==> src/rtl/game_pkg.sv <==
// Shared definitions for the Pong game datapath.
//   COORD_W            : width of a screen coordinate
//   SCREEN_W/SCREEN_H  : visible resolution
//   dir_e              : paddle direction (UP decreases position)
//   motion_state_e     : paddle motion FSM states
//   cmd_e              : resolved button command
package game_pkg;

    localparam int unsigned COORD_W  = 10;
    localparam int unsigned SCREEN_W = 640;
    localparam int unsigned SCREEN_H = 480;

    typedef enum logic {
        DIR_UP   = 1'b0,
        DIR_DOWN = 1'b1
    } dir_e;

    typedef enum logic [1:0] {
        ST_IDLE   = 2'd0,
        ST_RAMP   = 2'd1,
        ST_CRUISE = 2'd2
    } motion_state_e;

    typedef enum logic [1:0] {
        CMD_NONE = 2'd0,
        CMD_UP   = 2'd1,
        CMD_DOWN = 2'd2
    } cmd_e;

endpackage

==> src/rtl/btn_debounce.sv <==
// Two-flop synchronizer followed by a stability-counter debouncer.
//   clk     : system clock
//   reset   : asynchronous, active-high reset
//   btn_raw : raw asynchronous button level
//   btn_db  : debounced level; follows btn_raw after it has been stable
//             for DEBOUNCE_CYCLES cycles past the synchronizer
module btn_debounce #(
    parameter int unsigned DEBOUNCE_CYCLES = 500000
) (
    input  logic clk,
    input  logic reset,
    input  logic btn_raw,
    output logic btn_db
);

    localparam int unsigned CNT_W = (DEBOUNCE_CYCLES > 1) ? $clog2(DEBOUNCE_CYCLES) : 1;

    logic             sync_0;
    logic             sync_1;
    logic [CNT_W-1:0] cnt;

    always_ff @(posedge clk or posedge reset) begin
        if (reset) begin
            sync_0 <= 1'b0;
            sync_1 <= 1'b0;
        end else begin
            sync_0 <= btn_raw;
            sync_1 <= sync_0;
        end
    end

    // Any return to the accepted level restarts the count, so a glitch
    // shorter than DEBOUNCE_CYCLES never reaches btn_db.
    always_ff @(posedge clk or posedge reset) begin
        if (reset) begin
            cnt    <= '0;
            btn_db <= 1'b0;
        end else if (sync_1 == btn_db) begin
            cnt <= '0;
        end else if (cnt == CNT_W'(DEBOUNCE_CYCLES - 1)) begin
            cnt    <= '0;
            btn_db <= sync_1;
        end else begin
            cnt <= cnt + 1'b1;
        end
    end

endmodule

==> src/rtl/paddle_motion_ctrl.sv <==
// Frame-synchronous paddle motion scheduler.
//   clk        : system clock
//   reset      : asynchronous, active-high reset
//   btn        : raw buttons, [0]=up (decrease pos), [1]=down (increase pos)
//   frame_tick : one-cycle pulse per video frame
//   max_pos    : highest legal bar position
//   bar_pos    : registered bar position
//   speed      : current step size in pixels/frame, 0 when idle
//   moving     : FSM is not idle
//   at_limit   : bar_pos is 0 or max_pos (registered with bar_pos)
module paddle_motion_ctrl
    import game_pkg::*;
#(
    parameter int unsigned DEBOUNCE_CYCLES = 500000,
    parameter int unsigned V_MIN           = 1,
    parameter int unsigned V_MAX           = 4,
    parameter int unsigned ACCEL_FRAMES    = 8,
    parameter int unsigned RESET_POS       = 240
) (
    input  logic               clk,
    input  logic               reset,
    input  logic [1:0]         btn,
    input  logic               frame_tick,
    input  logic [COORD_W-1:0] max_pos,
    output logic [COORD_W-1:0] bar_pos,
    output logic [3:0]         speed,
    output logic               moving,
    output logic               at_limit
);

    localparam int unsigned FC_W = (ACCEL_FRAMES > 1) ? $clog2(ACCEL_FRAMES) : 1;
    // A fresh start lands directly in CRUISE when there is nothing to ramp.
    localparam motion_state_e START_STATE = (V_MIN == V_MAX) ? ST_CRUISE : ST_RAMP;

    logic [1:0]         db;
    cmd_e               cmd;
    dir_e               cmd_dir;

    motion_state_e      state, state_n;
    dir_e               dir, dir_n;
    logic [3:0]         speed_n;
    logic [FC_W-1:0]    frame_cnt, frame_cnt_n;
    logic [3:0]         step;
    logic               move;
    logic               restart;

    logic [COORD_W-1:0] p;
    logic [COORD_W:0]   sum;
    logic [COORD_W-1:0] pos_n;
    logic               at_limit_n;

    for (genvar i = 0; i < 2; i++) begin : g_btn
        btn_debounce #(
            .DEBOUNCE_CYCLES(DEBOUNCE_CYCLES)
        ) u_btn_debounce (
            .clk    (clk),
            .reset  (reset),
            .btn_raw(btn[i]),
            .btn_db (db[i])
        );
    end

    always_comb begin
        cmd = CMD_NONE;
        if (db[0] && !db[1]) begin
            cmd = CMD_UP;
        end else if (db[1] && !db[0]) begin
            cmd = CMD_DOWN;
        end
        cmd_dir = (cmd == CMD_UP) ? DIR_UP : DIR_DOWN;
    end

    // Next-state: a new press and a reversal share the restart path.
    always_comb begin
        state_n     = state;
        dir_n       = dir;
        speed_n     = speed;
        frame_cnt_n = frame_cnt;
        step        = '0;
        move        = 1'b0;
        restart     = 1'b0;

        if (frame_tick) begin
            unique case (state)
                ST_IDLE: begin
                    if (cmd != CMD_NONE) begin
                        restart = 1'b1;
                    end
                end
                ST_RAMP: begin
                    if (cmd == CMD_NONE) begin
                        state_n = ST_IDLE;
                        speed_n = '0;
                    end else if (cmd_dir != dir) begin
                        restart = 1'b1;
                    end else begin
                        move = 1'b1;
                        if (frame_cnt == FC_W'(ACCEL_FRAMES - 1)) begin
                            speed_n     = speed + 4'd1;
                            frame_cnt_n = '0;
                            if (speed_n == 4'(V_MAX)) begin
                                state_n = ST_CRUISE;
                            end
                        end else begin
                            frame_cnt_n = frame_cnt + 1'b1;
                        end
                        // The step taken uses the speed after this tick's increment.
                        step = speed_n;
                    end
                end
                ST_CRUISE: begin
                    if (cmd == CMD_NONE) begin
                        state_n = ST_IDLE;
                        speed_n = '0;
                    end else if (cmd_dir != dir) begin
                        restart = 1'b1;
                    end else begin
                        move = 1'b1;
                        step = 4'(V_MAX);
                    end
                end
                default: begin
                    state_n = ST_IDLE;
                    speed_n = '0;
                end
            endcase

            if (restart) begin
                state_n     = START_STATE;
                dir_n       = cmd_dir;
                speed_n     = 4'(V_MIN);
                frame_cnt_n = '0;
                step        = 4'(V_MIN);
                move        = 1'b1;
            end
        end
    end

    // Position is first pulled inside max_pos, then stepped and clamped.
    always_comb begin
        p     = (bar_pos > max_pos) ? max_pos : bar_pos;
        sum   = {1'b0, p} + (COORD_W + 1)'(step);
        pos_n = p;
        if (move) begin
            if (dir_n == DIR_UP) begin
                pos_n = (p < COORD_W'(step)) ? '0 : p - COORD_W'(step);
            end else begin
                pos_n = (sum > {1'b0, max_pos}) ? max_pos : sum[COORD_W-1:0];
            end
        end
        at_limit_n = (pos_n == '0) || (pos_n == max_pos);
    end

    always_ff @(posedge clk or posedge reset) begin
        if (reset) begin
            state     <= ST_IDLE;
            dir       <= DIR_UP;
            speed     <= '0;
            frame_cnt <= '0;
            bar_pos   <= COORD_W'(RESET_POS);
            at_limit  <= 1'b0;
        end else if (frame_tick) begin
            state     <= state_n;
            dir       <= dir_n;
            speed     <= speed_n;
            frame_cnt <= frame_cnt_n;
            bar_pos   <= pos_n;
            at_limit  <= at_limit_n;
        end
    end

    assign moving = (state != ST_IDLE);

endmodule

==> config.mk <==
export PLATFORM = sky130hd
export DESIGN_NAME = paddle_motion_ctrl
export DESIGN_NICKNAME = d
export VERILOG_FILES = /design/src/rtl/game_pkg.sv /design/src/rtl/btn_debounce.sv /design/src/rtl/paddle_motion_ctrl.sv
export SDC_FILE = /design/constraint.sdc
export NUM_CORES = 1
export LEC_CHECK = 0
export BUFFER_PORTS_ARGS = -buffer_cell sky130_fd_sc_hd__buf_2
export CAP_MARGIN = 10
export CORE_MARGIN = 3
export CORE_UTILIZATION = 54
export CTS_CLUSTER_DIAMETER = 200
export DETAILED_ROUTE_END_ITERATION = 10
export HOLD_SLACK_MARGIN = 0.05
export PLACE_DENSITY_LB_ADDON = 0.3
export SLEW_MARGIN = 20
export SYNTH_ARGS = -nofsm -noshare
export SYNTH_HDL_FRONTEND = slang
export SYNTH_SLANG_ARGS = --single-unit
==> constraint.sdc <==
create_clock -name clk -period 19.35 [get_ports clk]
set_clock_uncertainty 0.1 [all_clocks]
set_input_delay 0 -clock clk [delete_from_list [all_inputs] [get_ports clk]]
set_output_delay 0 -clock clk [all_outputs]
set_load 0.005 [all_outputs]
==> results.md <==
Placement:
- The placed wire-length estimate is 12300 µm.
- The congestion estimate from routability-driven global placement came to 0.976.
- The placed instances occupy a cell area of 5750 µm².
- OpenSTA, run right after detailed placement, puts the worst setup slack at 10970 ps.
- During placement, the flow inserted port buffers numbering 30.

Yosys:
- Yosys mapped a number of flops with a built-in enable equal to 0.
- The cell count after synthesis came out at 676.
- For this run, asynchronously set or reset flops after synthesis account for 100%.
- The synthesized area per cell is 8.21 µm².
- The cell taking the most area after synthesis is dfrtp_1.
- The share of the synthesized area in the top cell type is 27.5%.
- Summing every instance area after synthesis gives 5550 µm².
- The number of nets in the synthesized netlist is 731.
- In the post-synthesis netlist, the biggest area contributors are dfrtp_1, ha_1, nor2_1.
- The share of the yosys chip area belonging to registers is 29.4%.
- The distinct cell type count of the synthesized netlist is 77.
- The number of flip-flops and latches in the synthesized netlist is 65.
- Among all flip-flop cells after synthesis, the most frequent one is dfrtp_1.
- For this run, the number of Yosys warnings is 0.

Routing:
- For this run, the detailed router's first-pass iteration total came to 6.
- Wires add up to 16600 µm.
- The detailed router finished its first iteration with 555 violations.
- The antenna violation net count after detailed routing is 0.
- The total number of vias is 5361.
- In the final routed layout, each cell accounts on average for 19.9 µm.
- The DRC violation count after routing is 0.
- Dividing the detail-routed via count by the number of cells gives 6.44.

Setup path:
- The arrival time at the worst endpoint is 8870 ps.
- The type of origin of the critical path is a flip-flop.
- The largest fanout on the critical path is 17.
- The required time of the critical path is 19480 ps.
- The critical path is of the flip-flop to flip-flop type.
- The endpoint type of the worst setup path is a flip-flop.

Floorplan:
- The total I/O pin count is 31.
- In this run the standard cell core region covers 9860 µm².
- The die is 107 µm tall.
- In this run the core area contains 36 standard-cell rows.
- The width of the chip is 107 µm.
- The starting density of the core is 56.3%.
- The die footprint is 11500 µm².

STA:
- Static timing analysis puts the maximum clock frequency at 114 MHz.
- The count of pins over their slew limit is 0.
- Of the available clock period, the critical path in the final layout requires 45.2%.
- Setup repair after global routing left no endpoint under its margin.
- Setup total negative slack on the finished layout was measured at 0 ps.
- Setup slack on the critical path of the routed design comes to 10610 ps.
- The count of endpoints failing hold in the final timing report is 0.
- The time the final worst path needs with I/O delays and setup is 8740 ps.
- Measured against its own limit, the worst slew margin works out to 29.9%.
- At the pin with the least slew margin, the transition time is 1030 ps.
- Setup violations remaining at the end of the flow were counted as 0.

Power and ir drop:
- The power per unit of standard cell area is 131 nW/µm².
- VDD sags by at most 0.0542 mV.
- In this run the static leakage power is 2.64 nW.
- The power consumption is 0.787 mW.

GRT:
- The number of global-route vias before repair is 5231.
- For this run, the total global-route usage over all layers was measured as 29.6%.
- The maximum number of pins on one net before global-route repair is 66.
- The remaining global-route overflow is 0.
- The initial antenna violation count came to 0.
- The first global-routing pass estimated 27000 µm of wire.

CTS:
- After clock tree synthesis, the clock-pin slew on the worst setup and hold paths is 80 ps.
- Post-CTS timing repair inserted 0 buffers for setup.
- The worst-case clock buffer depth is 2.
- The number of buffers created by CTS is 9.
- The root buffer cell is clkbuf_8.
- The clock sink total is 65.
- In this run the number of H-tree levels came out at 3.
- The later-pin clock latency in the skew report is 350 ps.
- After clock tree synthesis, the repair step resized 0 gates.
- TritonCTS built the clock tree.

Finish:
- For this run, the post-layout net count is 750.
- 0 antenna diodes ended up in the layout.
- The finished cells cover 6030 µm².
- The synthesis-to-finish area growth is 8.56%.
- The filler cell count is 886.
- Of the cells placed in the final design, the portion with a size suffix greater than 1 is 11.0%.

Run:
- The total of max-cap violations is 0.

Status:
- The flow ran to the end, and the final reports show no timing, DRC or antenna violations.

Worst hold path:
- The path class of the tightest hold or removal check is input port to flip-flop.
power breakdown:
group	internal (mW)	total, mW	switching, mW
sequential	0.151	0.181	0.0299
clock	0.0766	0.133	0.0569
combinational	0.173	0.473	0.300
total	0.400	0.787	0.387
worst paths after layout:
check	startpoint	end	slack, ps	cells after the start
max	bar_pos[4]	at_limit	10610	23
min reg2reg	g_btn[1].u_btn_debounce.sync_0	g_btn[1].u_btn_debounce.sync_1	260	0
max reg2reg	bar_pos[4]	at_limit	10610	23
max in group asynchronous	reset	g_btn[1].u_btn_debounce.cnt[4]	18260	4
min in group asynchronous	reset	g_btn[0].u_btn_debounce.cnt[2]	350	4
min	max_pos[0]	at_limit	90	5
final cells by class:
type / count / area [µm²] / area share (%)
tap: 133 / 166 / 2.76
multi-input combinational: 543 / 3640 / 60.3
timing repair buffer: 38 / 223 / 3.70
inverter: 38 / 143 / 2.37
clock inverter: 6 / 90.1 / 1.49
sequential: 65 / 1630 / 27.1
clock buffer: 10 / 138 / 2.28
metrics by stage:
| step | util, % | hold WS [ps] | cells |
|---|---|---|---|
| finish | 61.1 | 93.7 | 833 |
| global route | 61.1 | 109 | 833 |
| CTS | 61.1 | 70.9 | 833 |
| detailed placement | 58.3 | 9.31 | 812 |
| global placement | 58.3 | 7.65 | 812 |
| floorplan | - | -68.6 | 676 |
cells by family after synthesis:
logic type / after synthesis / synth area share (%)
AND/OR/NAND/NOR: 266 / 24.5
AO/OA/AOI/OAI: 164 / 19.7
buffers and inverters: 68 / 5.12
flip-flops: 65 / 29.4
XOR/XNOR: 55 / 8.68
adder cells (fa/ha/maj): 40 / 9.29
multiplexers: 18 / 3.36
what timing repair did:
item,4_1_cts,5_1_grt
hold endpoints to repair,65,0
setup endpoints to repair,0,0
hold buffers,5,0
Yosys cell counts, types with 7 or more instances:
library cell,n
a21oi_1,46
and3_1,15
buf_2,8
clkbuf_1,18
dfrtp_1,61
ha_1,38
inv_1,37
mux2i_1,13
nand2_1,52
nand3_1,31
nand4_1,12
nor2_1,73
nor3_1,21
o211ai_1,7
o21ai_0,40
or3_1,13
xnor2_1,30
xor2_1,25
critical path: stages, from the launching register on:
cell and delay, ps:
dfstp_2 710, ha_1 300, and4_1 260, and4_1 230, nor2_2 510, nand2_1 500
o21ai_0 700, ha_1 260, nor2b_1 60, o21ai_0 600, a21boi_0 240, xnor2_1 170
mux2i_1 350, ha_1 320, and3_1 210, a221o_1 340, a2111oi_2 230, nor2_1 160
nor3_2 850, mux2i_1 270, o221ai_1 190, a2111oi_0 770, a32oi_1 220, o41ai_2 80
layout by cell type, fill, tap and decap left out, drive strengths merged, types with 4 or more instances in the layout:
cell type,Yosys,layout
o211ai,8,8
o21a,4,4
xor2,25,25
ha,38,38
or2,7,7
nand4,12,12
xnor2,30,30
a221oi,5,5
o221ai,4,4
clkbuf,18,10
dfrtp,61,61
mux2,5,5
dlygate4sd3,0,5
a2111oi,5,5
a211oi,6,6
nand2,52,52
nor2,75,75
nor3,22,22
a31oi,5,5
inv,37,38
o21ai,42,42
or3,13,13
and3,15,15
and4,5,5
nor3b,5,5
buf,12,33
nor4,8,8
a21o,6,6
dfstp,4,4
nor4b,5,5
nor2b,5,5
nand3,32,32
nand2b,4,4
a21oi,46,46
mux2i,13,13
a21boi,5,5
metal layers:
metal	global-route usage [%]	wire length [µm]
met3	6.72	1540
met5	0	0
met4	12.9	722
met2	46.8	7410
met1	38.7	6880
registers in the layout, summed over array words and instances (netlist names), 2 cells and up:
register,cells
g_btn.u_btn_debounce.btn_db,2
speed,4
bar_pos,10
state,2
g_btn.u_btn_debounce.sync_1,2
g_btn.u_btn_debounce.sync_0,2
frame_cnt,3
g_btn.u_btn_debounce.cnt,38
(Power assumes the default switching activity.)
